===== src/rtl/keypad_events.sv =====
// -----------------------------------------------------------------------------
// keypad_events
//
// Turns a raw, asynchronous key matrix into clean key levels, a queue of
// press/release events and a "wait for key" helper for Fx0A-style
// instructions.
//
// Ports:
//   clk            system clock
//   reset_n        asynchronous active-low reset
//   keypad_matrix  raw key lines, 1 = pressed (asynchronous)
//   key_state      debounced key levels
//   any_pressed    OR of the debounced key levels
//   evt_valid      event FIFO head is valid
//   evt_ready      consumer pops the head when evt_valid & evt_ready
//   evt_index      head key index
//   evt_is_press   head type: 1 = press, 0 = release
//   wait_req       one-cycle pulse that arms (or re-arms) the wait unit
//   wait_busy      wait unit armed
//   wait_done      one-cycle completion pulse
//   wait_index     captured key, held until the next capture
//   overflow       sticky lost-event flag
//   clear_overflow clears overflow (a simultaneous new loss wins)
// -----------------------------------------------------------------------------
module keypad_events #(
    parameter int NUM_KEYS        = 16,
    parameter int IDX_W           = 4,
    parameter int DEBOUNCE_CYCLES = 1000,
    parameter int DB_W            = 16,
    parameter int FIFO_DEPTH      = 4,
    parameter int WAIT_ON_RELEASE = 1
) (
    input  logic                clk,
    input  logic                reset_n,
    input  logic [NUM_KEYS-1:0] keypad_matrix,
    output logic [NUM_KEYS-1:0] key_state,
    output logic                any_pressed,
    output logic                evt_valid,
    input  logic                evt_ready,
    output logic [IDX_W-1:0]    evt_index,
    output logic                evt_is_press,
    input  logic                wait_req,
    output logic                wait_busy,
    output logic                wait_done,
    output logic [IDX_W-1:0]    wait_index,
    output logic                overflow,
    input  logic                clear_overflow
);

    localparam int PTR_W = (FIFO_DEPTH > 1) ? $clog2(FIFO_DEPTH) : 1;
    localparam int CNT_W = $clog2(FIFO_DEPTH) + 1;
    localparam int ENT_W = IDX_W + 1;
    localparam logic [DB_W-1:0]  DB_LAST   = DB_W'(DEBOUNCE_CYCLES - 1);
    localparam logic [CNT_W-1:0] FIFO_FULL = CNT_W'(FIFO_DEPTH);

    // -------------------------------------------------------------------------
    // Per-key synchroniser and debouncer. level_reg is the debounced level;
    // key_state is a registered copy of it one cycle later, so the edge at
    // which key_state changes is visible combinationally as level != state.
    // -------------------------------------------------------------------------
    logic [NUM_KEYS-1:0] db_level;

    genvar gi;
    generate
        for (gi = 0; gi < NUM_KEYS; gi++) begin : g_key
            logic            sync1_reg;
            logic            sync2_reg;
            logic            level_reg;
            logic [DB_W-1:0] cnt_reg;

            always_ff @(posedge clk or negedge reset_n) begin
                if (!reset_n) begin
                    sync1_reg <= 1'b0;
                    sync2_reg <= 1'b0;
                    level_reg <= 1'b0;
                    cnt_reg   <= '0;
                end else begin
                    sync1_reg <= keypad_matrix[gi];
                    sync2_reg <= sync1_reg;
                    if (sync2_reg == level_reg) begin
                        cnt_reg <= '0;
                    end else if (cnt_reg >= DB_LAST) begin
                        level_reg <= ~level_reg;
                        cnt_reg   <= '0;
                    end else begin
                        cnt_reg <= cnt_reg + DB_W'(1);
                    end
                end
            end

            assign db_level[gi] = level_reg;
        end
    endgenerate

    // -------------------------------------------------------------------------
    // Key state, pending event bits, arbiter and overflow
    // -------------------------------------------------------------------------
    logic [NUM_KEYS-1:0] key_state_reg;
    logic                any_pressed_reg;
    logic [NUM_KEYS-1:0] pend_press_reg,   pend_press_next;
    logic [NUM_KEYS-1:0] pend_release_reg, pend_release_next;
    logic                overflow_reg,     overflow_next;

    logic [NUM_KEYS-1:0] rise, fall, pend_any;
    logic [NUM_KEYS-1:0] sel_onehot, clr_press, clr_release;
    logic                sel_found, sel_press;
    logic [IDX_W-1:0]    sel_idx;
    logic                lost;

    // FIFO state
    logic [ENT_W-1:0] mem_reg [FIFO_DEPTH];
    logic [PTR_W-1:0] wr_ptr_reg, rd_ptr_reg, rd_ptr_next;
    logic [CNT_W-1:0] count_reg,  count_next, count_after_pop;
    logic             evt_valid_reg;
    logic [IDX_W-1:0] evt_index_reg;
    logic             evt_is_press_reg;
    logic [ENT_W-1:0] push_entry, head_next;
    logic             fifo_full, push, pop;

    assign rise     = db_level & ~key_state_reg;
    assign fall     = ~db_level & key_state_reg;
    assign pend_any = pend_press_reg | pend_release_reg;

    // Lowest index with anything pending wins; press before release.
    always_comb begin
        sel_found = 1'b0;
        sel_idx   = '0;
        sel_press = 1'b0;
        for (int i = NUM_KEYS - 1; i >= 0; i--) begin
            if (pend_any[i]) begin
                sel_found = 1'b1;
                sel_idx   = IDX_W'(i);
                sel_press = pend_press_reg[i];
            end
        end
    end

    assign pop        = evt_valid_reg & evt_ready;
    assign fifo_full  = (count_reg == FIFO_FULL);
    assign push       = sel_found & (~fifo_full | pop);
    assign push_entry = {sel_idx, sel_press};

    always_comb begin
        sel_onehot  = push ? (NUM_KEYS'(1) << sel_idx) : '0;
        clr_press   = sel_press ? sel_onehot : '0;
        clr_release = sel_press ? '0 : sel_onehot;

        pend_press_next   = (pend_press_reg & ~clr_press) | rise;
        pend_release_next = (pend_release_reg & ~clr_release) | fall;

        // A bit that is being drained this very cycle can take the new edge,
        // so only a bit that stays set counts as a lost event.
        lost = (|(rise & pend_press_reg & ~clr_press)) |
               (|(fall & pend_release_reg & ~clr_release));

        overflow_next = lost | (overflow_reg & ~clear_overflow);
    end

    // FIFO next-state. The head registers are loaded with whatever entry will
    // sit at the read pointer after this edge; an entry pushed into an empty
    // queue bypasses the storage array.
    always_comb begin
        count_next = count_reg;
        if (push && !pop) begin
            count_next = count_reg + CNT_W'(1);
        end else if (!push && pop) begin
            count_next = count_reg - CNT_W'(1);
        end

        rd_ptr_next     = pop ? (rd_ptr_reg + PTR_W'(1)) : rd_ptr_reg;
        count_after_pop = pop ? (count_reg - CNT_W'(1)) : count_reg;

        head_next = {evt_index_reg, evt_is_press_reg};
        if (count_after_pop != '0) begin
            head_next = mem_reg[rd_ptr_next];
        end else if (push) begin
            head_next = push_entry;
        end
    end

    always_ff @(posedge clk) begin
        if (push) begin
            mem_reg[wr_ptr_reg] <= push_entry;
        end
    end

    always_ff @(posedge clk or negedge reset_n) begin
        if (!reset_n) begin
            key_state_reg    <= '0;
            any_pressed_reg  <= 1'b0;
            pend_press_reg   <= '0;
            pend_release_reg <= '0;
            overflow_reg     <= 1'b0;
            wr_ptr_reg       <= '0;
            rd_ptr_reg       <= '0;
            count_reg        <= '0;
            evt_valid_reg    <= 1'b0;
            evt_index_reg    <= '0;
            evt_is_press_reg <= 1'b0;
        end else begin
            key_state_reg    <= db_level;
            any_pressed_reg  <= |db_level;
            pend_press_reg   <= pend_press_next;
            pend_release_reg <= pend_release_next;
            overflow_reg     <= overflow_next;
            if (push) begin
                wr_ptr_reg <= wr_ptr_reg + PTR_W'(1);
            end
            rd_ptr_reg       <= rd_ptr_next;
            count_reg        <= count_next;
            evt_valid_reg    <= (count_next != '0);
            evt_index_reg    <= head_next[ENT_W-1:1];
            evt_is_press_reg <= head_next[0];
        end
    end

    // -------------------------------------------------------------------------
    // Wait-for-key unit. It watches key_state edges (one cycle after they
    // happen), so completion pulses on the edge after the qualifying change.
    // -------------------------------------------------------------------------
    typedef enum logic [1:0] {
        W_IDLE  = 2'd0,
        W_ARMED = 2'd1,
        W_HELD  = 2'd2
    } wait_state_t;

    wait_state_t         wait_state_reg;
    logic                wait_busy_reg;
    logic                wait_done_reg;
    logic [IDX_W-1:0]    wait_index_reg;
    logic [NUM_KEYS-1:0] key_prev_reg;
    logic [NUM_KEYS-1:0] wrise, wfall;
    logic                wr_found, held_fall;
    logic [IDX_W-1:0]    wr_idx;

    assign wrise = key_state_reg & ~key_prev_reg;
    assign wfall = ~key_state_reg & key_prev_reg;

    always_comb begin
        wr_found  = 1'b0;
        wr_idx    = '0;
        held_fall = 1'b0;
        for (int i = NUM_KEYS - 1; i >= 0; i--) begin
            if (wrise[i]) begin
                wr_found = 1'b1;
                wr_idx   = IDX_W'(i);
            end
            if (IDX_W'(i) == wait_index_reg) begin
                held_fall = wfall[i];
            end
        end
    end

    always_ff @(posedge clk or negedge reset_n) begin
        if (!reset_n) begin
            wait_state_reg <= W_IDLE;
            wait_busy_reg  <= 1'b0;
            wait_done_reg  <= 1'b0;
            wait_index_reg <= '0;
            key_prev_reg   <= '0;
        end else begin
            key_prev_reg  <= key_state_reg;
            wait_done_reg <= 1'b0;
            case (wait_state_reg)
                W_IDLE: begin
                    if (wait_req) begin
                        wait_state_reg <= W_ARMED;
                        wait_busy_reg  <= 1'b1;
                    end
                end
                W_ARMED: begin
                    // In press mode the capture is the completion, so it
                    // still pulses when a re-arm arrives in the same cycle.
                    if (wr_found && WAIT_ON_RELEASE == 0) begin
                        wait_done_reg  <= 1'b1;
                        wait_index_reg <= wr_idx;
                    end
                    if (wait_req) begin
                        wait_state_reg <= W_ARMED;
                    end else if (wr_found) begin
                        if (WAIT_ON_RELEASE != 0) begin
                            wait_index_reg <= wr_idx;
                            wait_state_reg <= W_HELD;
                        end else begin
                            wait_state_reg <= W_IDLE;
                            wait_busy_reg  <= 1'b0;
                        end
                    end
                end
                W_HELD: begin
                    if (held_fall) begin
                        wait_done_reg <= 1'b1;
                    end
                    if (wait_req) begin
                        wait_state_reg <= W_ARMED;
                    end else if (held_fall) begin
                        wait_state_reg <= W_IDLE;
                        wait_busy_reg  <= 1'b0;
                    end
                end
                default: begin
                    wait_state_reg <= W_IDLE;
                    wait_busy_reg  <= 1'b0;
                end
            endcase
        end
    end

    // -------------------------------------------------------------------------
    // Outputs
    // -------------------------------------------------------------------------
    assign key_state    = key_state_reg;
    assign any_pressed  = any_pressed_reg;
    assign evt_valid    = evt_valid_reg;
    assign evt_index    = evt_index_reg;
    assign evt_is_press = evt_is_press_reg;
    assign wait_busy    = wait_busy_reg;
    assign wait_done    = wait_done_reg;
    assign wait_index   = wait_index_reg;
    assign overflow     = overflow_reg;

endmodule

===== config.mk =====
export PLATFORM = sky130hd
export DESIGN_NAME = keypad_events
export DESIGN_NICKNAME = d
export VERILOG_FILES = /design/src/rtl/keypad_events.sv
export SDC_FILE = /design/constraint.sdc
export NUM_CORES = 1
export LEC_CHECK = 0
export CORE_ASPECT_RATIO = 0.5
export CORE_MARGIN = 4
export CORE_UTILIZATION = 61
export DETAILED_ROUTE_END_ITERATION = 16
export HOLD_SLACK_MARGIN = 0.15
export PLACE_DENSITY = 0.79
export SLEW_MARGIN = 10
export SYNTH_ARGS = -nofsm -noshare
export SYNTH_HDL_FRONTEND = slang
export SYNTH_SLANG_ARGS = --single-unit

===== constraint.sdc =====
create_clock -name clk -period 3.97 [get_ports clk]
set_input_delay 0.794 -clock clk [delete_from_list [all_inputs] [get_ports clk]]
set_output_delay 0.794 -clock clk [all_outputs]
set_load 0.1 [all_outputs]

Yosys cells after proc, flatten, opt, wreduce, memory -nomap -nowiden
Memories as Yosys holds them, arrays and structs flattened.
Cells that the tools add are included.
W data, S select, Z words.
- register bits: 391
- bits in writable memories: 20
- input bits: 21
- output and inout port bits: 30
- logic and storage cells: 399
- memories: 1
- memories (name ; depth ; width ; rd ports ; clocked after memory_dff ; wr ports ; RTL line ; source):
    mem_reg ; 4 ; 5 ; 1 ; 0 ; 1 ; 111 ; logic [ENT_W-1:0] mem_reg [FIFO_DEPTH];
- add/sub/neg operators: 20
- order comparisons: 16
- equality and inequality tests: 39
- shift-type cells: 1
- mux-type cells: 151
- bitwise operators: 60
- reductions and logical operators: 31
- operators by type and width (cell ; number):
    $mux W16 ; 35
    $add A16 B1 Y16 const B ; 16
    $ge A16 B10 Y1 const B ; 16
    $and A16 B16 Y16 ; 10
    $mux W4 ; 32
    $not A16 Y16 ; 5
    $mux W1 ; 71
    $or A16 B16 Y16 ; 3
    $reduce_or A16 Y1 ; 3
    $not A1 Y1 ; 36
    $eq A4 B4 Y1 const A ; 8
    $reduce_and A2 Y1 ; 16
    $eq A1 B1 Y1 ; 16
    $eq A3 B4 Y1 const A ; 4
    $shl A1 B4 Y16 const A ; 1
    $mux W2 ; 6
    $mux W5 ; 2
    $mux W3 ; 3
    $eq A2 B4 Y1 const A ; 2
    $ne A2 B2 Y1 const B ; 3
    $ne A3 B3 Y1 const B ; 2
    $pmux W2 S3 ; 1
    $reduce_and A3 Y1 ; 2
    $reduce_bool A3 Y1 ; 2
    other kinds (16) ; 23

Depth between registers and ports, before layout
Gate-level depths: netlist of the first run.
- depth after elaboration: 25
- gate-level depth with buffers: 11
- depth with buffers taken out: 10

Worst setup path before layout of the first run
OpenSTA, ideal clock, no wires.
- kind: register to register
- start point: register evt_valid_reg (netlist: evt_valid)
- end point: register overflow_reg (netlist: overflow)
- library setup time: 139 ps
- arrival time: 3268 ps
- data required time: 3831 ps
- path slack: 563 ps
- stages on the path, launching flop included: 11
- buffers on the path: 1
- clock period less this slack: 3407 ps
- cell sequence: dfrtp_1 > nand2_1 > and3_1 > clkbuf_1 > nor2_1 > nand2_1 > or4_1 > nand4_1 > nand4_1 > or4_1 > or4_1
- word-level cells in the longest chain between the ends: 10
- elaborated cells between the ends (all ways): 14
- classes of those cells: mux (3); bitwise (9); reduce/logical (2)
- ends and longest elaborated chain (what ; RTL line ; source):
    start, declared ; 114 ; logic evt_valid_reg;
    start signal, assigned ; 211 ; evt_valid_reg <= (count_next != '0);
    $and A1 B1 Y1 (*) ; 138 ; assign pop = evt_valid_reg & evt_ready;
    $or A1 B1 Y1 (*) ; 140 ; assign push = sel_found & (~fifo_full | pop);
    $and A1 B1 Y1 (*) ; 140 ;
    $mux W16 (*) ; 144 ; sel_onehot = push ? (NUM_KEYS'(1) << sel_idx) : '0;
    $mux W16, on equally long branches ; 145, 146 ;
    $not A16 Y16, on equally long branches ; 153, 154 ;
    $and A16 B16 Y16, on equally long branches ; 153, 154 ;
    $reduce_or A16 Y1, on equally long branches ; 153, 154 ;
    $or A1 B1 Y1 (*) ; 153 ; lost = (|(rise & pend_press_reg & ~clr_press)) |
    $or A1 B1 Y1 (*) ; 156 ; overflow_next = lost | (overflow_reg & ~clear_overflow);
    named net overflow_next ; 102 ; logic overflow_reg, overflow_next;
    end signal, assigned ; 205 ; overflow_reg <= overflow_next;
    end, declared ; 102 ;
The timed path passes the listed nets; every way through them passes the cells marked *.
A chain may end at the register's enable or synchronous reset.

Final worst setup path of the first run
- start point: register pend_press_reg[15]
- end point: register overflow_reg (netlist: overflow)
- word-level cells in the longest chain between the ends: 25
- elaborated cells between the ends (all ways): 63
- classes of those cells: shift (1); mux (51); bitwise (9); reduce/logical (2)
- ends and longest elaborated chain (what ; RTL line ; source):
    start, declared ; 100 ; logic [NUM_KEYS-1:0] pend_press_reg, pend_press_next;
    start signal, assigned ; 203 ; pend_press_reg <= pend_press_next;
    $or A16 B16 Y16 (*) ; 122 ; assign pend_any = pend_press_reg | pend_release_reg;
    $mux W4 (*) (16 in series) ; 130 ; if (pend_any[i]) begin
    named net sel_idx[0] ; 107 ; logic [IDX_W-1:0] sel_idx;
    $shl A1 B4 Y16 (*) ; 144 ;
    $mux W16 (*) ; 144 ;
    $mux W16, on equally long branches ; 145, 146 ;
    $not A16 Y16, on equally long branches ; 153, 154 ;
    $and A16 B16 Y16, on equally long branches ; 153, 154 ;
    $reduce_or A16 Y1, on equally long branches ; 153, 154 ;
    $or A1 B1 Y1 (*) ; 153 ;
    $or A1 B1 Y1 (*) ; 156 ;
    named net overflow_next ; 102 ;
Marks and branches as above.

==> results of run 1 <==
synthesized netlist by cell type, types with 4 or more instances:
library cell / n
o31ai_1: 7
dfrtp_1: 391
a211o_1: 17
o311ai_0: 7
o211ai_1: 5
xnor2_1: 52
a21o_1: 5
nand2_1: 101
a22o_1: 4
nor3b_1: 5
o22ai_1: 5
or4_1: 5
and3_1: 47
o21bai_1: 6
edfxtp_1: 20
mux4_2: 5
or3_1: 7
nor2_1: 214
nor2b_1: 7
nor3_1: 10
o21ai_0: 51
and4_1: 17
nand3_1: 94
a31oi_1: 19
and2_1: 5
inv_1: 43
nand4_1: 10
ha_1: 23
nor4_1: 28
xor2_1: 82
a21oi_1: 38
clkbuf_1: 7
mux2_2: 17
nand2b_1: 15
cell families (layout without fill, tap and decap cells):
kind of cell,Yosys count,after routing,synth area share
other,1,96,0.000228
XOR/XNOR,134,134,0.0713
adder cells (fa/ha/maj),23,23,0.0175
buffers and inverters,53,174,0.0126
multiplexers,25,25,0.0203
flip-flops,411,411,0.631
AND/OR/NAND/NOR,579,579,0.170
AO/OA/AOI/OAI,191,191,0.0771
final cells by class:
class	instances	area, um2
Clock inverter	15	209
Inverter	43	161
Multi-Input combinational cell	1048	6220
Sequential cell	411	10400
Tap cell	352	440
Timing Repair Buffer	70	706
Fill cell	1851	7370
Clock buffer	46	1000
where the power goes:
group | leakage [nW] | internal, mW | switching, mW
Sequential | 5.04 | 4.52 | 0.217
Combinational | 2.86 | 0.486 | 0.994
Clock | 0.583 | 2.11 | 1.50
Total | 8.48 | 7.12 | 2.71
stage by stage:
step                total power [mW]  hold slack, ns
global route                    10.2           0.361
finish                          9.83           0.316
global placement                6.24           0.334
CTS                             9.90           0.349
floorplan                       5.76           0.331
detailed placement              6.30           0.336
critical path: stages, from the launching register on:
cell	delay (ns)
dfrtp_1	0.45
nor2_1	0.06
o311ai_0	0.61
a311o_1	0.33
nand2_1	0.28
a21oi_1	0.34
buf_4	0.21
mux2i_1	0.24
a32oi_1	0.14
a311o_1	0.35
or4_1	0.51
worst max-delay path by stage:
stage / start / endpoint / slack, ns / cells after the start
after floorplan: evt_valid / overflow / 0.56 / 10
after global placement: evt_ready / overflow / 0.17 / 10
after detailed placement: evt_ready / overflow / 0.1 / 10
after CTS: pend_press_reg[14] / overflow / 0.38 / 9
final: pend_press_reg[15] / overflow / 0.33 / 10
after global routing: pend_release_reg[9] / overflow / 0.06 / 10
routing by layer:
layer	up-vias	wire length, um
met5	-	13
met4	2	612
met3	68	1720
met2	254	16200
met1	5527	15100
li1	5242	-
==> qor.csv, run 1 <==
metric,value,unit
Reg2Reg Setup Slack,0.33,ns
nets,1654,
Ports,51,
Max clock buf depth,3,
CTS Sinks,411,
gp weighted congestion,0.905,
fin. max-slew vios,0,
final core occ,0.722,
Syn. warnings,0,
Sum Neg Setup Slack,0,ns
RSZ-0062 raised after global routing,false,
final instance area,19100,um2
pin count of the biggest net entering global routing,110,
Worst-Margin Slew,1.02,ns
status,"finished, final reports clean",
grt total ovfl,0,
GR met1 Demand/Resource,0.327,
FMAX,274,MHz
Post-Place Cells,1924,
max FFs per register,256,
hpwl dp,23600,um
Hold Fails Final Rpt,0,
Clock Skew,0.0196,ns
Power Density,514,nW/um2
"top cells by area, synth","dfrtp_1, nor2_1, xor2_1, edfxtp_1, nand3_1",
Via density,5.59,
post-synth top area share,0.595,
CP startpoint kind,flop,
first-pass GRT wire length,56500,um
R2R cell count,10,
starting density of the core,0.621,
Placed Area,17900,um2
HP Class,primary input to async pin,
worst path required time,4.36,ns
peak supply drop,0.361,mV
synthesized area per cell,11.6,um2
max-cap viol count,0,
RR Endpoint,overflow,
r2r startpoint,pend_press_reg[15],
setup bufs post-CTS,0,
Seq cells post-synth,411,
antenna cells,0,
die width,240,um
DRC,0,
CP Capture Type,flop,
Synth Cell Area,16500,um2
"Reg clk slew, reported paths",0.07,ns
worst setup margin,0.325,ns
Arrival @ worst endpoint,4.04,ns
GR Util met3,0.0420,
Cell Rows,42,
CTS tree,built,
root buffer cell,clkbuf_16,
post-route non-filler standard cell count,1985,
cells after synthesis,1417,
detailed-route wire length,33600,um
H-tree depth,2,
Post-synth EDFFs,20,
die area,29800,um2
"Top FF cell, synth",dfrtp_1,
part of the cycle the worst path needs,0.918,
via count,11100,
vias in the first global route,11500,
core area,26500,um2
"most common cell after layout, fill and taps aside",dfrtp_1,
initial antenna violation count,1,
# setup viols final,0,
Tot GR Track Use,0.236,
PortBufs,50,
Routed WL per cell,16.9,um
worst-path maximum fanout,12,
most frequent cells in the layout,"dfrtp_1, nor2_1, nand2_1, conb_1, nand3_1",
Layout area overhead,16.2,%
Routed Antenna Nets,0,
"area leader, netlist",dfrtp_1,
layout cells sized above 1,0.0661,
die height,124,um
relative slew slack,0.319,
CP Class,flop to flop,
"Distinct cells, synth",64,
First-pass DRT Iterations,5,
CTS resizes,0,
worst slack at placement,0.0960,ns
met2 usage,0.396,
DR iter-0 viols,844,
Post-synth ARST share,0.951,
Leak,8.48,nW
"Most Used Layer, Global Route",met2,
"Hold-fix buffers, CTS",0,
Tmin final,3.64,ns
"Seq/Total Area, Yosys",0.631,
CTS Buf Count,36,
worst-skew pair later-pin latency,0.53,ns
(Power assumes the default switching activity.)
==> inputs of run 2 (changes only) <==
- CTS_BUF_LIST: default -> sky130_fd_sc_hd__clkbuf_2 sky130_fd_sc_hd__clkbuf_4 sky130_fd_sc_hd__clkbuf_8
==> qor.csv, run 2 (same netlist as run 1, synthesis figures left out) <==
metric,value,unit,change
most frequent cells in the layout,"dfrtp_1, nor2_1, nand2_1, conb_1, nand3_1",,
nets,1671,,+1.0%
post-route non-filler standard cell count,2023,,+1.9%
RSZ-0062 raised after global routing,false,,
Arrival @ worst endpoint,4.11,ns,+0.07 ns
grt total ovfl,0,,unchanged
worst-path maximum fanout,8,,-4
crit-path cells,or4_4 > or4_4 > nor3_4 > nand2_1 > or2_1 > o21ai_0 > o21ai_0 > or4_1 > or4_1,,
max-cap viol count,0,,unchanged
relative slew slack,0.311,,-0.00767
CP Capture Type,flop,,
CTS resizes,0,,unchanged
CP Class,flop to flop,,
Tmin final,3.63,ns,-0.0116 ns
initial antenna violation count,1,,unchanged
CP peak stage delay,0.58,ns,-0.03 ns
first-pass GRT wire length,56000,um,-0.75%
pin count of the biggest net entering global routing,110,,unchanged
flip-flop and latch area,10400,um2,unchanged
Routed Antenna Nets,0,,unchanged
R2R cell count,9,,-1
# setup viols final,0,,unchanged
antenna cells,0,,unchanged
CP max-delay cell,or4_4,,
starting density of the core,0.621,,unchanged
Post-Place Cells,1924,,unchanged
RR Endpoint,overflow,,
peak supply drop,0.322,mV,-11%
CTS Buf Count,53,,+47%
Via density,5.53,,-0.97%
max FFs per register,256,,unchanged
CTS tree,built,,
r2r startpoint,pend_press_reg[3],,
Hold Fails Final Rpt,0,,unchanged
die area,29800,um2,unchanged
worst slack at placement,0.0960,ns,unchanged
worst-skew pair later-pin latency,0.61,ns,+0.08 ns
core area,26500,um2,unchanged
part of the cycle the worst path needs,0.915,,-0.00293
PortBufs,50,,unchanged
Reg2Reg Setup Slack,0.34,ns,about the same
Clock Skew,0.0376,ns,+0.0180 ns
"Hold-fix buffers, CTS",0,,unchanged
fin. max-slew vios,0,,unchanged
Leak,8.54,nW,+0.70%
"most common cell after layout, fill and taps aside",dfrtp_1,,
Ports,51,,unchanged
DR iter-0 viols,815,,-3.4%
Max clock buf depth,3,,unchanged
Layout area overhead,16.1,%,about the same
Routed WL per cell,16.6,um,-2.3%
CP startpoint kind,flop,,
DRC,0,,unchanged
worst path required time,4.45,ns,+0.09 ns
CTS Sinks,411,,unchanged
status,"finished, final reports clean",,
via count,11200,,+0.93%
Sum Neg Setup Slack,0,ns,unchanged
H-tree depth,2,,unchanged
final core occ,0.722,,about the same
HP Class,primary input to async pin,,
Worst-Margin Slew,1.03,ns,+0.0115 ns
Tot GR Track Use,0.234,,-0.00144
gp weighted congestion,0.905,,unchanged
layout cells sized above 1,0.0910,,+0.0248
detailed-route wire length,33500,um,-0.46%
"Reg clk slew, reported paths",0.08,ns,about the same
multi-input logic area,6220,um2,unchanged
Cell Rows,42,,unchanged
die width,240,um,unchanged
vias in the first global route,11500,,+0.29%
FMAX,275,MHz,+0.32%
fillcell total,1845,,-0.32%
Power Density,502,nW/um2,-2.4%
worst setup margin,0.337,ns,+0.0116 ns
root buffer cell,clkbuf_8,,
setup bufs post-CTS,0,,unchanged
die height,124,um,unchanged
First-pass DRT Iterations,5,,unchanged
hpwl dp,23600,um,unchanged
==> run 2: cell types whose count changed in the layout (fill, tap and decap cells not counted), sizes merged <==
cell	before	now
clkinvlp	4	1
clkinv	6	11
clkbuf	46	86
bufinv	5	1
==> run 2: worst max path at each step <==
stage                                   start        to  cells after the start
final                       pend_press_reg[3]  overflow                      9
after global routing      pend_release_reg[9]  overflow                     10
after CTS                  pend_press_reg[15]  overflow                     10
after detailed placement            evt_ready  overflow                     10
after global placement              evt_ready  overflow                     10
after floorplan                     evt_valid  overflow                     10
==> run 2: where the power goes <==
group / switching [mW] / total, mW / leakage, nW / internal, mW
sequential: 0.217 / 4.74 / 5.04 / 4.52
combinational: 0.996 / 1.48 / 2.86 / 0.486
clock: 1.55 / 3.37 / 0.642 / 1.82
total: 2.76 / 9.59 / 8.54 / 6.83
==> run 2: final cells by class <==
type	count	share of cell area
flip-flops and latches	411	0.543
multi-input cells	1048	0.325
clock buffers	86	0.0574
repair buffers	70	0.0369
well taps	352	0.0230
inverters	43	0.00845
clock inverters	13	0.00543
==> run 2: through the flow <==
| stage | hold WS [ns] | area [um2] | power (mW) |
|---|---|---|---|
| floorplan | 0.331 | 16800 | 5.76 |
| global placement | 0.334 | 17900 | 6.24 |
| detailed placement | 0.336 | 17900 | 6.30 |
| CTS | 0.243 | 19100 | 9.68 |
| global route | 0.264 | 19100 | 10.0 |
| finish | 0.208 | 19100 | 9.59 |
==> run 2: per-layer routing <==
metal | vias up | routed length, um | global-route usage
met5 | - | 13 | 0
met4 | 2 | 631 | 0.0616
met3 | 71 | 1750 | 0.0485
met2 | 278 | 15900 | 0.384
met1 | 5549 | 15200 | 0.327
li1 | 5296 | - | -
==> run 2: critical path: cells and delay by family, from the launching register on <==
family,cells,cell delay [ns]
AOI/OAI and AO/OA,2,0.34
DFF,1,0.44
and+or+nand+nor,7,2.72
==> inputs of run 3 (changes only) <==
- ABC_AREA: default -> 1
==> qor.csv, run 3 <==
metric,value,unit,change
DRC,0,,unchanged
pin count of the biggest net entering global routing,98,,-11%
fin. max-slew vios,0,,unchanged
"most common cell after layout, fill and taps aside",dfrtp_1,,
initial antenna violation count,0,,-1
worst path bufs/invs,1,,+1
grt total ovfl,0,,unchanged
Hold Fails Final Rpt,0,,unchanged
final instance area,19600,um2,+2.3%
antenna cells,0,,unchanged
Routed Antenna Nets,0,,unchanged
worst-path maximum fanout,6,,-2
"top cells by area, synth","dfrtp_1, nand2_1, nor2_1, inv_1, edfxtp_1",,
"Hold-fix buffers, CTS",0,,unchanged
Worst-Margin Slew,1.06,ns,+0.0299 ns
Post-synth ARST share,0.951,,unchanged
status,"finished, final reports clean",,
CTS resizes,0,,unchanged
crit-path cells,clkdlybuf4s50_1,,
HP Class,primary input to async pin,,
Placed Area,18300,um2,+1.9%
most frequent cells in the layout,"dfrtp_1, nand2_1, nor2_1, inv_1, conb_1",,
"Seq/Total Area, Yosys",0.615,,-0.0160
final core occ,0.728,,+0.00675
peak supply drop,0.475,mV,+47%
Post-Place Cells,2287,,+19%
setup bufs post-CTS,0,,unchanged
First-pass DRT Iterations,5,,unchanged
"Distinct cells, synth",46,,-28%
root buffer cell,clkbuf_8,,
first-pass GRT wire length,57900,um,+3.2%
Routed WL per cell,14.0,um,-16%
FMAX,321,MHz,+17%
CP max-delay cell,clkdlybuf4s50_1,,
cells after synthesis,1767,,+25%
PortBufs,50,,unchanged
relative slew slack,0.291,,-0.0200
CTS Buf Count,55,,+3.8%
part of the cycle the worst path needs,0.785,,-0.131
Tmin final,3.11,ns,-0.519 ns
Synth Cell Area,16900,um2,+2.6%
CTS tree,built,,
CTS Sinks,411,,unchanged
core area,26900,um2,+1.4%
post-route non-filler standard cell count,2389,,+18%
max FFs per register,256,,unchanged
Seq cells post-synth,411,,unchanged
Power Density,509,nW/um2,+1.4%
post-synth top area share,0.580,,-0.0151
starting density of the core,0.629,,+0.00747
"Top FF cell, synth",dfrtp_1,,
gp weighted congestion,0.943,,+4.3%
die area,30600,um2,+2.5%
nets,2014,,+21%
CP peak stage delay,1.20,ns,+0.62 ns
Crit path max-delay family,buffers and inverters,,
Layout area overhead,15.8,%,
Tot GR Track Use,0.230,,-0.00468
worst-skew pair later-pin latency,0.62,ns,about the same
layout cells sized above 1,0.0675,,-0.0235
Leak,9.15,nW,+7.1%
hpwl dp,23600,um,-0.13%
Arrival @ worst endpoint,2.32,ns,-1.79 ns
"area leader, netlist",dfrtp_1,,
Max clock buf depth,3,,unchanged
# setup viols final,0,,unchanged
Ports,51,,unchanged
Synth top cells by count,"dfrtp_1, nand2_1, nor2_1, inv_1, nor3_1",,
Final Total Pwr,9.95,mW,+3.8%
Cell Rows,42,,unchanged
CP Capture Type,output port,,
max-cap viol count,0,,unchanged
detailed-route wire length,33400,um,-0.38%
DR iter-0 viols,944,,+16%
vias in the first global route,12100,,+5.2%
die width,243,um,+1.3%
"Reg clk slew, reported paths",0.07,ns,about the same
Sum Neg Setup Slack,0,ns,unchanged
Via density,5.08,,-8.2%
synthesized area per cell,9.55,um2,-18%
die height,126,um,+1.2%
worst path required time,3.18,ns,-1.27 ns
via count,12100,,+8.5%
Post-synth EDFFs,20,,unchanged
CP Class,flop to output port,,
H-tree depth,2,,unchanged
RSZ-0062 raised after global routing,false,,
Syn. warnings,0,,unchanged
CP startpoint kind,flop,,
Clock Skew,0.0204,ns,-0.0172 ns
"count leader, synth",dfrtp_1,,
==> run 3: cell families after synthesis <==
| group | Yosys count | share of synthesized area |
|---|---|---|
| adder cells (fa/ha/maj) | 23 | 0.0170 |
| flip-flops | 411 | 0.615 |
| other | 1 | 0.000222 |
| buffers and inverters | 220 | 0.0504 |
| XOR/XNOR | 56 | 0.0291 |
| AO/OA/AOI/OAI | 160 | 0.0555 |
| AND/OR/NAND/NOR | 895 | 0.232 |
| multiplexers | 1 | 0.000667 |
==> run 3: per-stage QoR <==
step / hold slack, ns / worst slack [ns]
after floorplan: 0.331 / 1.09
after global placement: 0.335 / 0.800
after detailed placement: 0.336 / 0.698
after CTS: 0.208 / 0.818
after global routing: 0.239 / 0.363
final: 0.196 / 0.855
==> run 3: worst register-to-register path, cell delays in order (launching register included) <==
cell and delay, ns:
dfrtp_1 0.40, nor2_1 0.10, inv_1 0.08, a31oi_1 0.13, o21ai_0 0.09, nand2_1 0.07, nand2_1 0.05, nand2_1 0.05
nand2_1 0.04, nand2_1 0.08, a21oi_1 0.06, o21ai_0 0.22, nand2_1 0.08, nand2_1 0.15, inv_1 0.12, nor2_1 0.17
nand2_1 0.14, nor3_1 0.25, nand3_1 0.14, nand2_1 0.11, nand2_1 0.06, nor2_1 0.13, nand2_1 0.09, nor2_1 0.11
nand2_1 0.06
==> run 3: layout make-up <==
class,count,area (um2)
inverter,214,803
fill,1918,7300
multi-input combinational,1231,6000
clock inverter,13,151
sequential,411,10400
clock buffer,89,1150
timing repair buffer,57,596
tap,374,468
==> run 3: final timing paths <==
kind,slack (ns),cells after the start,endpoint,start
min in group clk,0.35,0,g_key[14].sync2_reg,g_key[14].sync1_reg
hold reg to reg,0.35,0,g_key[14].sync2_reg,g_key[14].sync1_reg
max in group asynchronous,2.84,2,g_key[9].cnt_reg[7],reset_n
setup reg to reg,0.89,24,overflow,pend_press_reg[13]
setup / recovery,0.86,1,key_state[14],key_state[14]
hold / removal,0.20,1,g_key[7].cnt_reg[14],reset_n
==> run 3: power by group <==
| group | switching, mW | total (mW) | internal, mW |
|---|---|---|---|
| registers | 0.169 | 4.71 | 4.54 |
| clock network | 1.56 | 3.59 | 2.04 |
| logic | 1.22 | 1.65 | 0.431 |
| total | 2.95 | 9.95 | 7.01 |
==> run 3: layer usage <==
metal,vias up,GRT usage,part of all wire
li1,6070,-,-
met1,5739,0.333,0.47
met2,279,0.362,0.45
met3,56,0.0406,0.054
met4,0,0.0705,0.023
met5,-,0,0
